`config.mk`:
```
export PLATFORM = sky130hd
export DESIGN_NAME = ball_controller_flat
export DESIGN_NICKNAME = d
export VERILOG_FILES = /design/src/rtl/pong_pkg.sv /design/src/rtl/ball_controller_if.sv /design/src/rtl/ball_axis.sv /design/src/rtl/ball_controller.sv /design/src/flat_wrapper.sv
export SDC_FILE = /design/constraint.sdc
export NUM_CORES = 1
export LEC_CHECK = 0
export CORE_MARGIN = 3
export CORE_UTILIZATION = 60
export DETAILED_ROUTE_END_ITERATION = 6
export DONT_BUFFER_PORTS = 1
export GPL_TIMING_DRIVEN = 0
export MAX_ROUTING_LAYER = met4
export PLACE_DENSITY = 0.76
export SLEW_MARGIN = 20
export SYNTH_ARGS = -nofsm -noshare
export SYNTH_HDL_FRONTEND = slang
export SYNTH_SLANG_ARGS = --single-unit
```
`constraint.sdc`:
```
create_clock -name clock -period 6.1 [get_ports clock]
set_input_delay 1.83 -clock clock [delete_from_list [all_inputs] [get_ports clock]]
set_output_delay 1.83 -clock clock [all_outputs]
set_load 0.02 [all_outputs]
```
`src/rtl/pong_pkg.sv`:
```
// Shared screen geometry, bounce event encodings and ball FSM states for the pong datapath.
package pong_pkg;

  localparam int SCREEN_X = 640;
  localparam int SCREEN_Y = 480;

  typedef enum logic [1:0] {
    BOUNCE_NONE   = 2'd0,
    BOUNCE_PADDLE = 2'd1,
    BOUNCE_WALL   = 2'd2,
    BOUNCE_SCORE  = 2'd3
  } bounce_e;

  typedef enum logic {
    ST_SERVE = 1'b0,
    ST_PLAY  = 1'b1
  } state_e;

endpackage

```
`src/rtl/ball_controller_if.sv`:
```
// Ball controller bus: frame/bounce events in, ball geometry and motion state out.
interface ball_if;

  logic       frame_tick;
  logic       enable;
  logic [1:0] bounce;
  logic [9:0] ball_pos_x;
  logic [9:0] ball_pos_y;
  logic [7:0] ball_size_x;
  logic [7:0] ball_size_y;
  logic       ball_dir_x;
  logic       ball_dir_y;
  logic       serving;
  logic [3:0] speed;

  // master drives the game events, slave is the ball controller
  modport master (
    output frame_tick, enable, bounce,
    input  ball_pos_x, ball_pos_y, ball_size_x, ball_size_y,
    input  ball_dir_x, ball_dir_y, serving, speed
  );

  modport slave (
    input  frame_tick, enable, bounce,
    output ball_pos_x, ball_pos_y, ball_size_x, ball_size_y,
    output ball_dir_x, ball_dir_y, serving, speed
  );

endinterface

```
`src/rtl/ball_axis.sv`:
```
// One ball axis: direction register with approach-rule flip, and a saturating position step.
module ball_axis #(
  parameter int EXTENT            = 640,
  parameter int BALL_SIZE         = 8,
  parameter bit SERVE_TOWARD_SIDE = 1'b1
) (
  input  logic       clock,
  input  logic       reset,
  input  logic       flip_req,
  input  logic       step_en,
  input  logic       recentre,
  input  logic [3:0] speed,
  output logic [9:0] pos,
  output logic       dir,
  output logic       flip_taken
);

  localparam int                 POS_MAX   = EXTENT - BALL_SIZE;
  localparam int                 CENTRE    = POS_MAX / 2;
  localparam int                 HALF      = EXTENT / 2;
  localparam logic signed [10:0] POS_MAX_S = 11'(POS_MAX);

  logic [9:0] pos_q, pos_d;
  logic       dir_q, dir_d;
  logic       near_hi;
  logic       dir_new;

  function automatic logic [9:0] sat_step(input logic [9:0] p, input logic [3:0] s,
                                          input logic up);
    logic signed [10:0] sum;
    if (up) sum = $signed({1'b0, p}) + $signed({7'b0, s});
    else    sum = $signed({1'b0, p}) - $signed({7'b0, s});
    if (sum < 11'sd0)          return '0;
    else if (sum > POS_MAX_S)  return POS_MAX_S[9:0];
    else                       return sum[9:0];
  endfunction

  always_comb begin
    near_hi    = (pos_q >= 10'(HALF));
    // Only flip while still heading into the nearer wall, so a held bounce cannot re-flip.
    flip_taken = flip_req && (near_hi == dir_q);
    dir_new    = dir_q ^ flip_taken;
    pos_d      = pos_q;
    dir_d      = dir_new;
    if (recentre) begin
      pos_d = 10'(CENTRE);
      dir_d = SERVE_TOWARD_SIDE ? near_hi : dir_q;
    end else if (step_en) begin
      pos_d = sat_step(pos_q, speed, dir_new);
    end
  end

  always_ff @(posedge clock) begin
    if (reset) begin
      pos_q <= 10'(CENTRE);
      dir_q <= 1'b1;
    end else begin
      pos_q <= pos_d;
      dir_q <= dir_d;
    end
  end

  assign pos = pos_q;
  assign dir = dir_q;

endmodule

```
`src/rtl/ball_controller.sv`:
```
// Ball motion FSM: serve hold, play stepping and bounce handling for the pong game loop.
// Optional feature macro: BALL_SPEED_RAMP_EN (paddle hits ramp speed up to SPEED_MAX).
module ball_controller #(
  parameter int SCREEN_X    = pong_pkg::SCREEN_X,
  parameter int SCREEN_Y    = pong_pkg::SCREEN_Y,
  parameter int BALL_SIZE   = 8,
  parameter int SPEED_INIT  = 2,
  parameter int SPEED_MAX   = 8,
  parameter int SERVE_DELAY = 60
) (
  input  logic  clock,
  input  logic  reset,
  ball_if.slave bif
);

  import pong_pkg::*;

  localparam int CNT_W = $clog2(SERVE_DELAY + 1);

  state_e           state_q, state_d;
  logic [CNT_W-1:0] cnt_q, cnt_d;
  logic [3:0]       speed_q, speed_d;

  logic    play_active;
  logic    score;
  logic    flip_x_req, flip_y_req;
  logic    step_en;
  logic    flip_x_taken, flip_y_taken;
  bounce_e bounce_ev;

  always_comb begin
    bounce_ev   = bounce_e'(bif.bounce);
    state_d     = state_q;
    cnt_d       = cnt_q;
    speed_d     = speed_q;
    // Events only count in PLAY; SERVE swallows the stale score the comparator emits after recentring.
    play_active = bif.enable && (state_q == ST_PLAY);
    score       = play_active && (bounce_ev == BOUNCE_SCORE);
    flip_x_req  = play_active && (bounce_ev == BOUNCE_PADDLE);
    flip_y_req  = play_active && (bounce_ev == BOUNCE_WALL);
    step_en     = play_active && bif.frame_tick && !score;

    if (bif.enable && (state_q == ST_SERVE) && bif.frame_tick) begin
      cnt_d = cnt_q + 1'b1;
      if (cnt_d == CNT_W'(SERVE_DELAY)) state_d = ST_PLAY;
    end

    if (score) begin
      state_d = ST_SERVE;
      cnt_d   = '0;
      speed_d = 4'(SPEED_INIT);
    end

`ifdef BALL_SPEED_RAMP_EN
    if (flip_x_taken && (speed_q < 4'(SPEED_MAX))) speed_d = speed_q + 4'd1;
`endif
  end

`ifndef BALL_SPEED_RAMP_EN
  logic unused_ramp;
  assign unused_ramp = ^{flip_x_taken, 4'(SPEED_MAX)};
`endif

  always_ff @(posedge clock) begin
    if (reset) begin
      state_q <= ST_SERVE;
      cnt_q   <= '0;
      speed_q <= 4'(SPEED_INIT);
    end else begin
      state_q <= state_d;
      cnt_q   <= cnt_d;
      speed_q <= speed_d;
    end
  end

  ball_axis #(
    .EXTENT            (SCREEN_X),
    .BALL_SIZE         (BALL_SIZE),
    .SERVE_TOWARD_SIDE (1'b1)
  ) u_axis_x (
    .clock      (clock),
    .reset      (reset),
    .flip_req   (flip_x_req),
    .step_en    (step_en),
    .recentre   (score),
    .speed      (speed_q),
    .pos        (bif.ball_pos_x),
    .dir        (bif.ball_dir_x),
    .flip_taken (flip_x_taken)
  );

  ball_axis #(
    .EXTENT            (SCREEN_Y),
    .BALL_SIZE         (BALL_SIZE),
    .SERVE_TOWARD_SIDE (1'b0)
  ) u_axis_y (
    .clock      (clock),
    .reset      (reset),
    .flip_req   (flip_y_req),
    .step_en    (step_en),
    .recentre   (score),
    .speed      (speed_q),
    .pos        (bif.ball_pos_y),
    .dir        (bif.ball_dir_y),
    .flip_taken (flip_y_taken)
  );

  logic unused_flip_y;
  assign unused_flip_y = flip_y_taken;

  assign bif.ball_size_x = 8'(BALL_SIZE);
  assign bif.ball_size_y = 8'(BALL_SIZE);
  assign bif.serving     = (state_q == ST_SERVE);
  assign bif.speed       = speed_q;

endmodule

```
`src/flat_wrapper.sv`:
```
// flat-port wrapper written by rule: the top's interface ports become plain ports
module ball_controller_flat import pong_pkg::*;
#(
  parameter int SCREEN_X    = pong_pkg::SCREEN_X,
  parameter int SCREEN_Y    = pong_pkg::SCREEN_Y,
  parameter int BALL_SIZE   = 8,
  parameter int SPEED_INIT  = 2,
  parameter int SPEED_MAX   = 8,
  parameter int SERVE_DELAY = 60
)
  (clock, reset, bif_frame_tick, bif_enable, bif_bounce, bif_ball_pos_x, bif_ball_pos_y, bif_ball_size_x, bif_ball_size_y, bif_ball_dir_x, bif_ball_dir_y, bif_serving, bif_speed);
  ball_if bif_i ();
  input  logic clock;
  input  logic reset;
  input wire logic [$bits(bif_i.frame_tick)-1:0] bif_frame_tick;
  input wire logic [$bits(bif_i.enable)-1:0] bif_enable;
  input wire logic [$bits(bif_i.bounce)-1:0] bif_bounce;
  output wire logic [$bits(bif_i.ball_pos_x)-1:0] bif_ball_pos_x;
  output wire logic [$bits(bif_i.ball_pos_y)-1:0] bif_ball_pos_y;
  output wire logic [$bits(bif_i.ball_size_x)-1:0] bif_ball_size_x;
  output wire logic [$bits(bif_i.ball_size_y)-1:0] bif_ball_size_y;
  output wire logic [$bits(bif_i.ball_dir_x)-1:0] bif_ball_dir_x;
  output wire logic [$bits(bif_i.ball_dir_y)-1:0] bif_ball_dir_y;
  output wire logic [$bits(bif_i.serving)-1:0] bif_serving;
  output wire logic [$bits(bif_i.speed)-1:0] bif_speed;
  assign bif_i.frame_tick = bif_frame_tick;
  assign bif_i.enable = bif_enable;
  assign bif_i.bounce = bif_bounce;
  assign bif_ball_pos_x = bif_i.ball_pos_x;
  assign bif_ball_pos_y = bif_i.ball_pos_y;
  assign bif_ball_size_x = bif_i.ball_size_x;
  assign bif_ball_size_y = bif_i.ball_size_y;
  assign bif_ball_dir_x = bif_i.ball_dir_x;
  assign bif_ball_dir_y = bif_i.ball_dir_y;
  assign bif_serving = bif_i.serving;
  assign bif_speed = bif_i.speed;
  ball_controller #(.SCREEN_X(SCREEN_X), .SCREEN_Y(SCREEN_Y), .BALL_SIZE(BALL_SIZE), .SPEED_INIT(SPEED_INIT), .SPEED_MAX(SPEED_MAX), .SERVE_DELAY(SERVE_DELAY)) u_core (.clock(clock), .reset(reset), .bif(bif_i));
endmodule
```
==> results of run 1 <==
## metal layers
layer,vias up,part of all wire (%),global-route usage (%),routed length (microns)
li1,1282,-,-,-
met1,1189,47,36.72,3010
met2,118,44,37.76,2815
met3,14,7.9,3.835,510
met4,0,1.8,7.516,113
met5,-,0,-,0
## critical path, cell delays in order
cell	delay (ps)
clkbuf_1	280
and4b_1	240
buf_2	150
nand3_1	130
nand2_1	350
inv_1	210
xnor2_1	170
ha_1	170
clkbuf_1	190
nor4_1	330
nand3_1	160
a21o_1	230
a221oi_2	310
o21ai_1	260
a31o_2	290
## flip-flops by register name (all words and copies together), names as in the netlist
register,cells
u_core.cnt_q,6
u_core.u_axis_y.pos,9
u_core.state_q,1
u_core.u_axis_x.pos,9
u_core.u_axis_x.dir,1
u_core.u_axis_y.dir,1
## power groups by stage
stage	Combinational [mW]	Sequential, mW	Clock (mW)
3_3_place_gp	0.0682	0.197	0
2_1_floorplan	0.0595	0.195	0
5_1_grt	0.0778	0.194	0.112
4_1_cts	0.0693	0.193	0.109
6_report	0.0705	0.193	0.108
3_5_place_dp	0.0691	0.197	0
## stage by stage
step	cells	setup WS, ps
2_1_floorplan	363	1251
3_3_place_gp	413	836.3
3_5_place_dp	413	791.3
4_1_cts	417	1067
5_1_grt	417	676.6
6_report	417	963.8
## synth_stat cells (3+ instances only)
cell / count
nand3_1: 13
nor4_1: 6
o22ai_1: 3
dfxtp_1: 27
ha_1: 6
mux2i_1: 3
o211ai_1: 3
o21ai_0: 15
and3_1: 8
buf_4: 23
nor3_1: 11
nor2_1: 24
or4_1: 3
nand4_1: 6
inv_1: 7
nand2b_1: 5
nand2_1: 32
xor2_1: 7
a31oi_1: 11
a31o_2: 3
buf_2: 5
or3_1: 6
and2_1: 6
xnor2_1: 6
o2111ai_1: 3
a21oi_1: 23
a211oi_1: 8
a21o_1: 5
clkbuf_1: 16
o31ai_1: 4
## cell type report
class	instances	area (sq um)	area share (%)
inverters	8	30.03	1.100
multi-input cells	282	1770	64.85
plain buffers	46	280.3	10.27
clock inverters	1	5.005	0.1833
well taps	50	62.56	2.291
flip-flops and latches	27	540.5	19.80
clock buffers	3	41.29	1.512
## cells by family after synthesis
kind of cell,share of synthesized area (%)
simple gates,27.18
compound gates,30.07
buf+inv,12.19
flops,21.23
xor+xnor,4.472
fa+ha+maj,2.948
mux,1.622
other cells,0.2950
## path summary, 6_finish.rpt
path	slack, ps	depth (start not counted)	end
worst max-delay path	960	15	u_core.u_axis_y.pos[2]
worst min-delay path	520	2	u_core.cnt_q[5]
worst max register to register	2110	14	u_core.u_axis_y.pos[2]
worst min register to register	520	2	u_core.cnt_q[5]
==> flow_summary.json, run 1 <==
{
  "slew_headroom_pct": 39.84,
  "postLayoutCoreUtil_pct": 67.28,
  "gr-total-overflow": 0,
  "avgViaCountPerCell": 6.242,
  "rows": 23,
  "final_nets": 380,
  "hold_slack_ps": 520.6,
  "htree_num_levels": 1,
  "synth_top_area_share_pct": 21.23,
  "layout_commonest_cell": "nand2_1",
  "p_int_mw": 0.2521,
  "cts.sinks": 27,
  "coreArea_sq_um": 4058,
  "critical_path_arrival_ps": 5330,
  "post_cts_buffers": 0,
  "drtAntennaViolNets": 0,
  "cap_violations": 0,
  "critical_path_class": "in2reg",
  "start_kind": "input port",
  "tns_ps": 0,
  "r2r-start": "u_core.u_axis_y.pos[7]",
  "cts_buffers": 3,
  "swShare_pct": 32.11,
  "drv_slew": 0,
  "gp_congestion": 0.9368,
  "final_cell_mix": "32 x nand2_1, 27 x dfxtp_1, 24 x nor2_1, 23 x buf_4, 23 x a21oi_1",
  "worstSkewPairLatency_ps": 280,
  "synth.distinct_cells": 65,
  "portBuffers": 0,
  "vias": 2603,
  "netlist_area_sq_um": 2546,
  "fin_crit_sh_pct": 84.20,
  "grt_max_degree": 16,
  "grt_first_pass_wirelength_microns": 10610,
  "synth_top_cell_by_area": "dfxtp_1",
  "cts.hold.buffers_added": 0,
  "start_util_pct": 62.75,
  "synth_edf_count": 0,
  "leakage_nw": 1.123,
  "die_w_microns": 71.15,
  "final_layout_size_suffix_gt1_share_pct": 13.62,
  "synth-async-reset-ratio_pct": 0,
  "dieHeight_microns": 71.15,
  "rsz0062_at_grt": "no",
  "final_area_sq_um": 2730,
  "dpl_cell_area_sq_um": 2684,
  "cts.root.buffer_cell": "clkbuf_8",
  "dp.final_hpwl_microns": 4688,
  "syn_area_per_cell_sq_um": 7.423,
  "worstPathRequired_ps": 6290,
  "grt_usage_pct": 25.82,
  "hold_viol_final": 0,
  "path_clk_slew_ps": 110,
  "syn_inst": 343,
  "ys_top_cells_by_area": "dfxtp_1 21%, buf_4 6.8%, nand2_1 4.7%, a21oi_1 4.5%, nor2_1 3.5%",
  "design.portCount": 49,
  "yosysSeqAreaShare_pct": 21.23,
  "drt_iter0_drc": 265,
  "finalPower_mw": 0.3713,
  "post-route-min-period_ps": 5136,
  "min_from": "u_core.cnt_q[5]",
  "fillCellCount": 386,
  "cts_tree": "done",
  "ys_warn_count": 0,
  "die_area_sq_um": 5062,
  "diodes": 0,
  "syn2layout_area_growth_pct": 7.224,
  "clock_tree.buffer_depth": 2,
  "wirelength_microns": 6449,
  "outcome": "finished, final reports clean",
  "fmax_mhz": 194.7,
  "dr.pass1.iters": 5,
  "synthFlopType": "dfxtp_1",
  "clock_power_share_pct": 29.0,
  "hold_class": "reg2reg",
  "antenna_found_initial": 0,
  "drc": 0,
  "end_kind": "flop",
  "cts-resized-gates": 0,
  "synth_seq_cells": 27,
  "finalSetupViolations": 0,
  "grt_pass1_vias": 2245,
  "p_switching_mw": 0.1192,
  "seqPwrFrac_pct": 52.0,
  "crit_fanout": 9,
  "skew_ps": 9.784,
  "power_frac_comb_pct": 19.0,
  "startpoint": "bif_bounce[1]",
  "tightestPinTransition_ps": 890.6,
  "peakVddDrop_mv": 0.1034,
  "wl_per_cell_microns": 15.47,
  "powerDensity_nw_per_um2": 136.0
}
(Power assumes the default switching activity.)
==> inputs of run 2 (changes only) <==
==> constraint.sdc (replaced) <==
create_clock -name clock -period 5.1 [get_ports clock]
set_input_delay 1.53 -clock clock [delete_from_list [all_inputs] [get_ports clock]]
set_output_delay 1.53 -clock clock [all_outputs]
set_load 0.02 [all_outputs]
==> run 2 against run 1 <==
  * Non-clock buffer count unchanged
  * Critical endpoint unchanged
  * Die area unchanged
  * Power up 20%
  * Sequential power up 20%
  * Critical path type unchanged
  * First-iteration DRC count up 5.7%
==> flow_summary.json, run 2 (same netlist as run 1, synthesis figures left out) <==
{
  "outcome": "finished, final reports clean",
  "syn2layout_area_growth_pct": 7.322,
  "cts-resized-gates": 0,
  "design.portCount": 49,
  "slowest_delay_ps": 330,
  "cts_buffers": 3,
  "gr-total-overflow": 0,
  "grt_max_degree": 16,
  "grt_pass1_vias": 2245,
  "critical_path_class": "in2reg",
  "cap_violations": 0,
  "worstSkewPairLatency_ps": 280,
  "drtAntennaViolNets": 0,
  "path_cells": "clkbuf_1 > and4b_1 > buf_2 > nand3_1 > nand2_2 > inv_1 > xnor2_1 > ha_1 > clkbuf_1 > nor4_1 > nand3_1 > a21o_1 > a221oi_2 > o21ai_1 > a31o_2",
  "critical_path_arrival_ps": 4880,
  "wl_per_cell_microns": 15.42,
  "gp_congestion": 0.9368,
  "hold_class": "reg2reg",
  "vias": 2596,
  "skew_ps": 10.23,
  "grt_first_pass_wirelength_microns": 10610,
  "finalPower_mw": 0.4446,
  "cts.root.buffer_cell": "clkbuf_8",
  "layout_commonest_cell": "nand2_1",
  "dieHeight_microns": 71.15,
  "clock_tree.buffer_depth": 2,
  "grt_usage_pct": 25.82,
  "post_cts_buffers": 0,
  "diodes": 0,
  "final_layout_size_suffix_gt1_share_pct": 13.90,
  "fin_crit_sh_pct": 91.96,
  "drv_slew": 0,
  "rows": 23,
  "tns_ps": 0,
  "avgViaCountPerCell": 6.225,
  "dpl_worst_slack_ps": 91.35,
  "die_w_microns": 71.15,
  "portBuffers": 0,
  "die_area_sq_um": 5062,
  "post-route-min-period_ps": 4690,
  "setup_ws_ps": 410.3,
  "fmax_mhz": 213.2,
  "finalSetupViolations": 0,
  "cts.hold.buffers_added": 0,
  "dr.pass1.iters": 5,
  "drt_iter0_drc": 280,
  "slew_headroom_pct": 38.88,
  "slowest_stage": "nor4_1",
  "leakage_nw": 1.123,
  "cts.sinks": 27,
  "antenna_found_initial": 0,
  "start_kind": "input port",
  "postLayoutCoreUtil_pct": 67.35,
  "htree_num_levels": 1,
  "path_clk_slew_ps": 110,
  "cts_tree": "done",
  "crit_fanout": 9,
  "coreArea_sq_um": 4058,
  "drc": 0,
  "tightestPinTransition_ps": 904.9,
  "hold_slack_ps": 520.5,
  "rsz0062_at_grt": "no",
  "final_cell_mix": "31 x nand2_1, 27 x dfxtp_1, 24 x nor2_1, 23 x buf_4, 23 x a21oi_1",
  "powerDensity_nw_per_um2": 162.7,
  "final_nets": 380,
  "dp.final_hpwl_microns": 4688,
  "wirelength_microns": 6430,
  "peakVddDrop_mv": 0.1237,
  "end_kind": "flop",
  "worstPathRequired_ps": 5290,
  "rrSetupSlack_ps": 1230,
  "start_util_pct": 62.75,
  "hold_viol_final": 0
}
[run 2: layout make-up]
type | count | area [sq um]
Buffer | 46 | 280.3
Clock buffer | 3 | 41.29
Clock inverter | 1 | 5.005
Fill cell | 385 | 1325
Inverter | 8 | 30.03
Multi-Input combinational cell | 282 | 1773
Sequential cell | 27 | 540.5
Tap cell | 50 | 62.56
[run 2: path summary, 6_finish.rpt]
check | start | to | depth (start not counted)
worst max-delay path | bif_bounce[1] | u_core.u_axis_y.pos[2] | 15
worst min-delay path | u_core.cnt_q[5] | u_core.cnt_q[5] | 2
worst max register to register | u_core.u_axis_y.pos[7] | u_core.u_axis_y.pos[2] | 14
worst min register to register | u_core.cnt_q[5] | u_core.cnt_q[5] | 2
[run 2: metal layers]
| layer | global-route usage, % | vias up | wire length [microns] |
|---|---|---|---|
| met5 | - | - | 0 |
| met3 | 3.835 | 8 | 509 |
| met1 | 36.72 | 1185 | 2986 |
| met4 | 7.516 | 0 | 84 |
| met2 | 37.76 | 122 | 2850 |
| li1 | - | 1281 | - |
[run 2: metrics by stage]
step / instances / instance area, sq um
final: 417 / 2733
after global routing: 417 / 2733
after CTS: 417 / 2730
after detailed placement: 413 / 2684
after global placement: 413 / 2684
after floorplan: 363 / 2621
[run 2: worst max-delay path, delay by kind of cell]
family	cells	cell delay, ps
XOR/XNOR	1	160
AO/OA/AOI/OAI	4	1100
adder cells (fa/ha/maj)	1	170
AND/OR/NAND/NOR	5	1100
buffers and inverters	4	790
[run 2: report_power, final]
part | switching (mW) | internal (mW) | total [mW]
logic | 0.0554 | 0.0295 | 0.0849
registers | 0.0138 | 0.217 | 0.231
clock network | 0.0740 | 0.0550 | 0.129
==> inputs of run 3 (changes only) <==
--- a/config.mk
+++ b/config.mk
@@ -7,6 +7,7 @@
 export LEC_CHECK = 0
 export CORE_MARGIN = 3
 export CORE_UTILIZATION = 60
+export CTS_CLUSTER_DIAMETER = 200
 export DETAILED_ROUTE_END_ITERATION = 6
 export DONT_BUFFER_PORTS = 1
 export GPL_TIMING_DRIVEN = 0
==> results of run 3 <==
The final DEF is identical to that of run 2; final timing and power are the same.
==> edit 1: new RTL, config.mk and constraints of run 3 <==
`SERVE_DELAY` is set to 60 in 2 places; all go to 30.
--- a/src/rtl/ball_controller.sv
+++ b/src/rtl/ball_controller.sv
@@ -8,3 +8,3 @@
   parameter int SPEED_MAX   = 8,
-  parameter int SERVE_DELAY = 60
+  parameter int SERVE_DELAY = 30
 ) (
--- a/src/flat_wrapper.sv
+++ b/src/flat_wrapper.sv
@@ -8,3 +8,3 @@
   parameter int SPEED_MAX   = 8,
-  parameter int SERVE_DELAY = 60
+  parameter int SERVE_DELAY = 30
 )
Function: no difference found for any inputs over 10 cycles, from zero or initial values and one cycle with reset high; that may be too few to reach the edited logic, so the function may still have changed.
==> edit 1 against run 3 <==
Sequential cell count shrank 1. Setup slack got worse by 0.11 ns. Cell area is 3.5% lower. Clock power up 4%. Total power shrank 13%. Wire length down 11%. Combinational power is 44% lower. Critical path type unchanged. Synthesized area fell by 3.9%.
==> edit 1: results <==
export IMPL_status="finished clean"
export IMPL_antenna_found_initial=0
export IMPL_grt_pass1_wl_um=9690
export IMPL_grt_use_total=0.241
export IMPL_dp_hpwl_um=4350
export IMPL_cts_resized=0
export IMPL_via_per_inst=5.98
export IMPL_rr_worst_depth=16
export IMPL_antenna_cells=0
export IMPL_cts_buffer_depth=2
export IMPL_hold_end="u_core.state_q"
export IMPL_worst_path_max_fanout=10
export IMPL_drive_gt1_frac=0.181
export IMPL_htree_num_levels=1
export IMPL_num_nets_final=356
export IMPL_ys_seq_area_frac=0.213
export IMPL_whs_path_depth=2
export IMPL_min_delay_start="u_core.cnt_q[4]"
export IMPL_yosys_warnings=0
export IMPL_sw_frac_of_total=0.248
export IMPL_clkLatencyLatePin_ns=0.27
export IMPL_tightest_slew_ns=0.593
export IMPL_place_gp_congestion=0.888
export IMPL_finClkSkew_ns=0.00246
export IMPL_timing_rr_end="u_core.u_axis_x.pos[2]"
export IMPL_yosys_top_cells_area="dfxtp_1 (21%), buf_4 (6.8%), nand2_1 (4.1%)"
export IMPL_dr_pass1_iters=5
export IMPL_grt_pass1_vias=2131
export IMPL_r2r_start="u_core.u_axis_x.pos[7]"
export IMPL_cts_made_buffers=3
export IMPL_r2r_setup_slack_ns=1.12
export IMPL_worstPathArrival_ns=4.96
export IMPL_holdCritPathClass="reg2reg"
export IMPL_static_leakage_power_uw=0.00110
export IMPL_cts_root_buf="clkbuf_8"
export IMPL_async_flop_share=0
export IMPL_holdWs_ns=0.500
export IMPL_synth_common_cells="nand2_1 (27), dfxtp_1 (26), nor2_1 (23)"
export IMPL_drt_iter0_drc=145
export IMPL_peakVddDrop_v=0.000162
export IMPL_clk_pin_slew_ns=0.09
export IMPL_synth_cell_types=74
export IMPL_ys_flop_type="dfxtp_1"
export IMPL_cts_setup_buffers=0
export IMPL_port_buffer_count=0
export IMPL_drt_wirelength_per_cell_um=14.6
export IMPL_grt_max_degree=15
## edit 1: final cells by class
class / count / area [sq um]
tap: 48 / 60.1
inverter: 11 / 41.3
clock buffer: 4 / 55.1
buffer: 42 / 269
fill: 356 / 1160
multi-input combinational: 260 / 1690
sequential: 26 / 520
## edit 1: worst max-delay path by stage
stage | from | end | slack [ns]
5_1_grt | bif_bounce[1] | u_core.u_axis_x.pos[2] | 0.12
6_report | bif_bounce[1] | u_core.u_axis_x.pos[2] | 0.30
4_1_cts | bif_bounce[1] | u_core.u_axis_x.pos[2] | 0.40
3_5_place_dp | bif_bounce[1] | u_core.u_axis_x.pos[2] | 0.13
2_1_floorplan | bif_bounce[1] | u_core.u_axis_x.pos[2] | 0.66
3_3_place_gp | bif_bounce[1] | u_core.u_axis_x.pos[2] | 0.16
## edit 1: critical path, stage by stage
cell and delay, ns:
buf_2 0.15, nand4b_4 0.26, nor3_4 0.27, nor2_4 0.07
buf_6 0.15, xnor2_1 0.24, inv_1 0.08, ha_1 0.28
nor2_1 0.18, o21ai_0 0.13, a311o_1 0.37, o22ai_1 0.20
xor2_1 0.18, nor3_1 0.39, o21ai_0 0.18, a31o_2 0.28
## edit 1: routing by layer
metal | track usage | part of all wire
met5 | - | 0
met4 | 0.0511 | 0.0076
met1 | 0.296 | 0.43
met2 | 0.413 | 0.50
met3 | 0.0432 | 0.061
## edit 1: cell families after synthesis
logic type,after synthesis,share of synthesized area
DFF,26,0.213
AOI/OAI and AO/OA,79,0.232
muxes,2,0.00870
adders and majority gates,6,0.0307
xor gates and xnor gates,17,0.0639
and+or+nand+nor,134,0.322
buffers and inverters,53,0.127
other,2,0.00307
## edit 1: power by group through the flow
stage | clock network, uW | registers (uW) | logic (uW)
3_3_place_gp | 0 | 212 | 45.8
2_1_floorplan | 0 | 212 | 42.5
4_1_cts | 137 | 207 | 46.7
5_1_grt | 144 | 208 | 51.8
3_5_place_dp | 0 | 212 | 46.5
6_report | 134 | 207 | 47.3
## edit 1: per-stage QoR
stage	cell area [sq um]	total power [uW]	instances	util	setup WS [ns]
after global routing	2640	404	391	0.694	0.117
after detailed placement	2580	259	387	0.680	0.125
after CTS	2640	391	391	0.694	0.397
after floorplan	2520	254	339	-	0.657
final	2640	388	391	0.694	0.303
after global placement	2580	258	387	0.680	0.158
==> edit 2: new RTL, flow settings as in run 3 <==
Without the edit above. Reset style: asynchronous (`reset`), changed in 2 clocked blocks.
--- a/src/rtl/ball_axis.sv
+++ b/src/rtl/ball_axis.sv
@@ -52,3 +52,3 @@
 
-  always_ff @(posedge clock) begin
+  always_ff @(posedge clock or posedge reset) begin
     if (reset) begin
--- a/src/rtl/ball_controller.sv
+++ b/src/rtl/ball_controller.sv
@@ -63,3 +63,3 @@
 
-  always_ff @(posedge clock) begin
+  always_ff @(posedge clock or posedge reset) begin
     if (reset) begin
Function: same outputs for any inputs over 10 cycles, from zero or initial values and one cycle with reset high; that may be too few to reach the edited logic, so the function may still have changed.
==> edit 2 against run 3 <==
Count of clock-buffer cells in the layout unchanged. Cell area rose by 0.60%. Global-route usage about the same. Wire length down 2.3%. Synthesized area rose by 0.64%. Sequential cell count unchanged. Setup slack worse by 0.068 ns. Critical path type unchanged. Critical endpoint is now u_core.u_axis_y.pos[1].
Power is left out: it rests on default switching activity, and per cell area and clock period it moved more than threefold.
==> edit 2: results <==
export IMPL_status="finished clean"
export IMPL_drt_iter0_drc=199
export IMPL_cts_buffer_depth=2
export IMPL_r2r_setup_slack_ns=1.06
export IMPL_dr_pass1_iters=4
export IMPL_grt_util_met3=0.0463
export IMPL_worst_path_max_fanout=8
export IMPL_grt_pass1_vias=2159
export IMPL_ys_seq_area_frac=0.270
export IMPL_cts_resized=0
export IMPL_clkLatencyLatePin_ns=0.29
export IMPL_synth_common_cells="nand2_1 (28), buf_4 (22), nand3_1 (22)"
export IMPL_routed_wl_um=6280
export IMPL_holdCritPathClass="reg2reg"
export IMPL_finClkSkew_ns=0.00713
export IMPL_routed_via_count=2440
export IMPL_crit_type="in2reg"
export IMPL_cts_setup_buffers=0
export IMPL_tightest_slew_ns=0.980
export IMPL_critical_path_top_delay_family="simple AND/OR/NAND/NOR gates"
export IMPL_yosys_top_cells_area="dfrtp_1 (15%), dfstp_2 (12%), buf_4 (6.4%)"
export IMPL_drive_gt1_frac=0.198
export IMPL_grt_use_total=0.258
export IMPL_cts_root_buf="clkbuf_8"
export IMPL_nFillCells=370
export IMPL_cp_slowest_stage_delay_ns=0.46
export IMPL_antenna_found_initial=0
export IMPL_cts_made_buffers=3
export IMPL_fin_crit_ns=4.76
export IMPL_grt_use_met1=0.360
export IMPL_slew_headroom=0.343
export IMPL_clk_pin_slew_ns=0.10
export IMPL_htree_num_levels=1
export IMPL_max_cap_violations=0
export IMPL_place_gp_congestion=0.919
export IMPL_ys_flop_type="dfrtp_1"
export IMPL_dpl_worst_slack_ns=0.140
export IMPL_worstPathArrival_ns=4.92
export IMPL_async_flop_share=1.00
export IMPL_grt_max_degree=28
export IMPL_synth_cell_types=72
export IMPL_rr_worst_depth=14
export IMPL_port_buffer_count=0
export IMPL_critPathLaunch="bif_enable"
export IMPL_grt_met2_usage=0.390
export IMPL_slowest_stage="o32ai_1"
export IMPL_grt_pass1_wl_um=10400
export IMPL_timing_rr_end="u_core.u_axis_y.pos[1]"
export IMPL_dp_hpwl_um=4670
export IMPL_r2r_start="u_core.u_axis_y.pos[7]"
export IMPL_placed_cell_area_sq_um=2700
export IMPL_num_nets_final=350
## edit 2: cell types whose count changed after synthesis, moves of 5 or more
cell	before	now
dfstp_2	0	12
dfrtp_1	0	15
a21oi_1	23	16
nor2_1	24	17
nand3_1	13	22
dfxtp_1	27	0
a211oi_1	8	1
o21ai_1	2	7
a31oi_1	11	5
## edit 2: final cells by class
type                            count  area, sq um  area share
Inverter                            9         33.8      0.0123
Multi-Input combinational cell    256         1670       0.606
Buffer                             42          246      0.0897
Tap cell                           50         62.6      0.0228
Sequential cell                    27          691       0.251
Clock inverter                      1         7.51     0.00273
Clock buffer                        3         41.3      0.0150
## edit 2: kinds of logic (layout without fill, tap and decap cells)
logic type / Yosys count / after routing / synth area share
other: 2 / 22 / 0.00293
muxes: 5 / 5 / 0.0200
xor gates and xnor gates: 14 / 14 / 0.0508
DFF: 27 / 27 / 0.270
adders and majority gates: 5 / 5 / 0.0244
buffers and inverters: 51 / 55 / 0.109
and+or+nand+nor: 126 / 126 / 0.272
AOI/OAI and AO/OA: 84 / 84 / 0.250
## edit 2: worst min-delay path by stage
stage	start	cells past startpoint	slack, ns	end
global route	u_core.cnt_q[5]	1	0.51	u_core.cnt_q[5]
detailed placement	u_core.cnt_q[5]	1	0.47	u_core.cnt_q[5]
CTS	u_core.cnt_q[5]	1	0.49	u_core.cnt_q[5]
finish	u_core.cnt_q[5]	1	0.49	u_core.cnt_q[5]
global placement	u_core.cnt_q[5]	1	0.47	u_core.cnt_q[5]
floorplan	u_core.cnt_q[5]	1	0.44	u_core.cnt_q[5]
## edit 2: through the flow
| step | std cells | utilization |
|---|---|---|
| floorplan | 334 | - |
| global placement | 384 | 0.665 |
| detailed placement | 384 | 0.665 |
| CTS | 388 | 0.677 |
| global route | 388 | 0.677 |
| finish | 388 | 0.677 |
## edit 2: layer usage
layer / routed length, um / part of all wire
met1: 2870 / 0.46
met2: 2810 / 0.45
met3: 550 / 0.088
met4: 55 / 0.0088
met5: 0 / 0
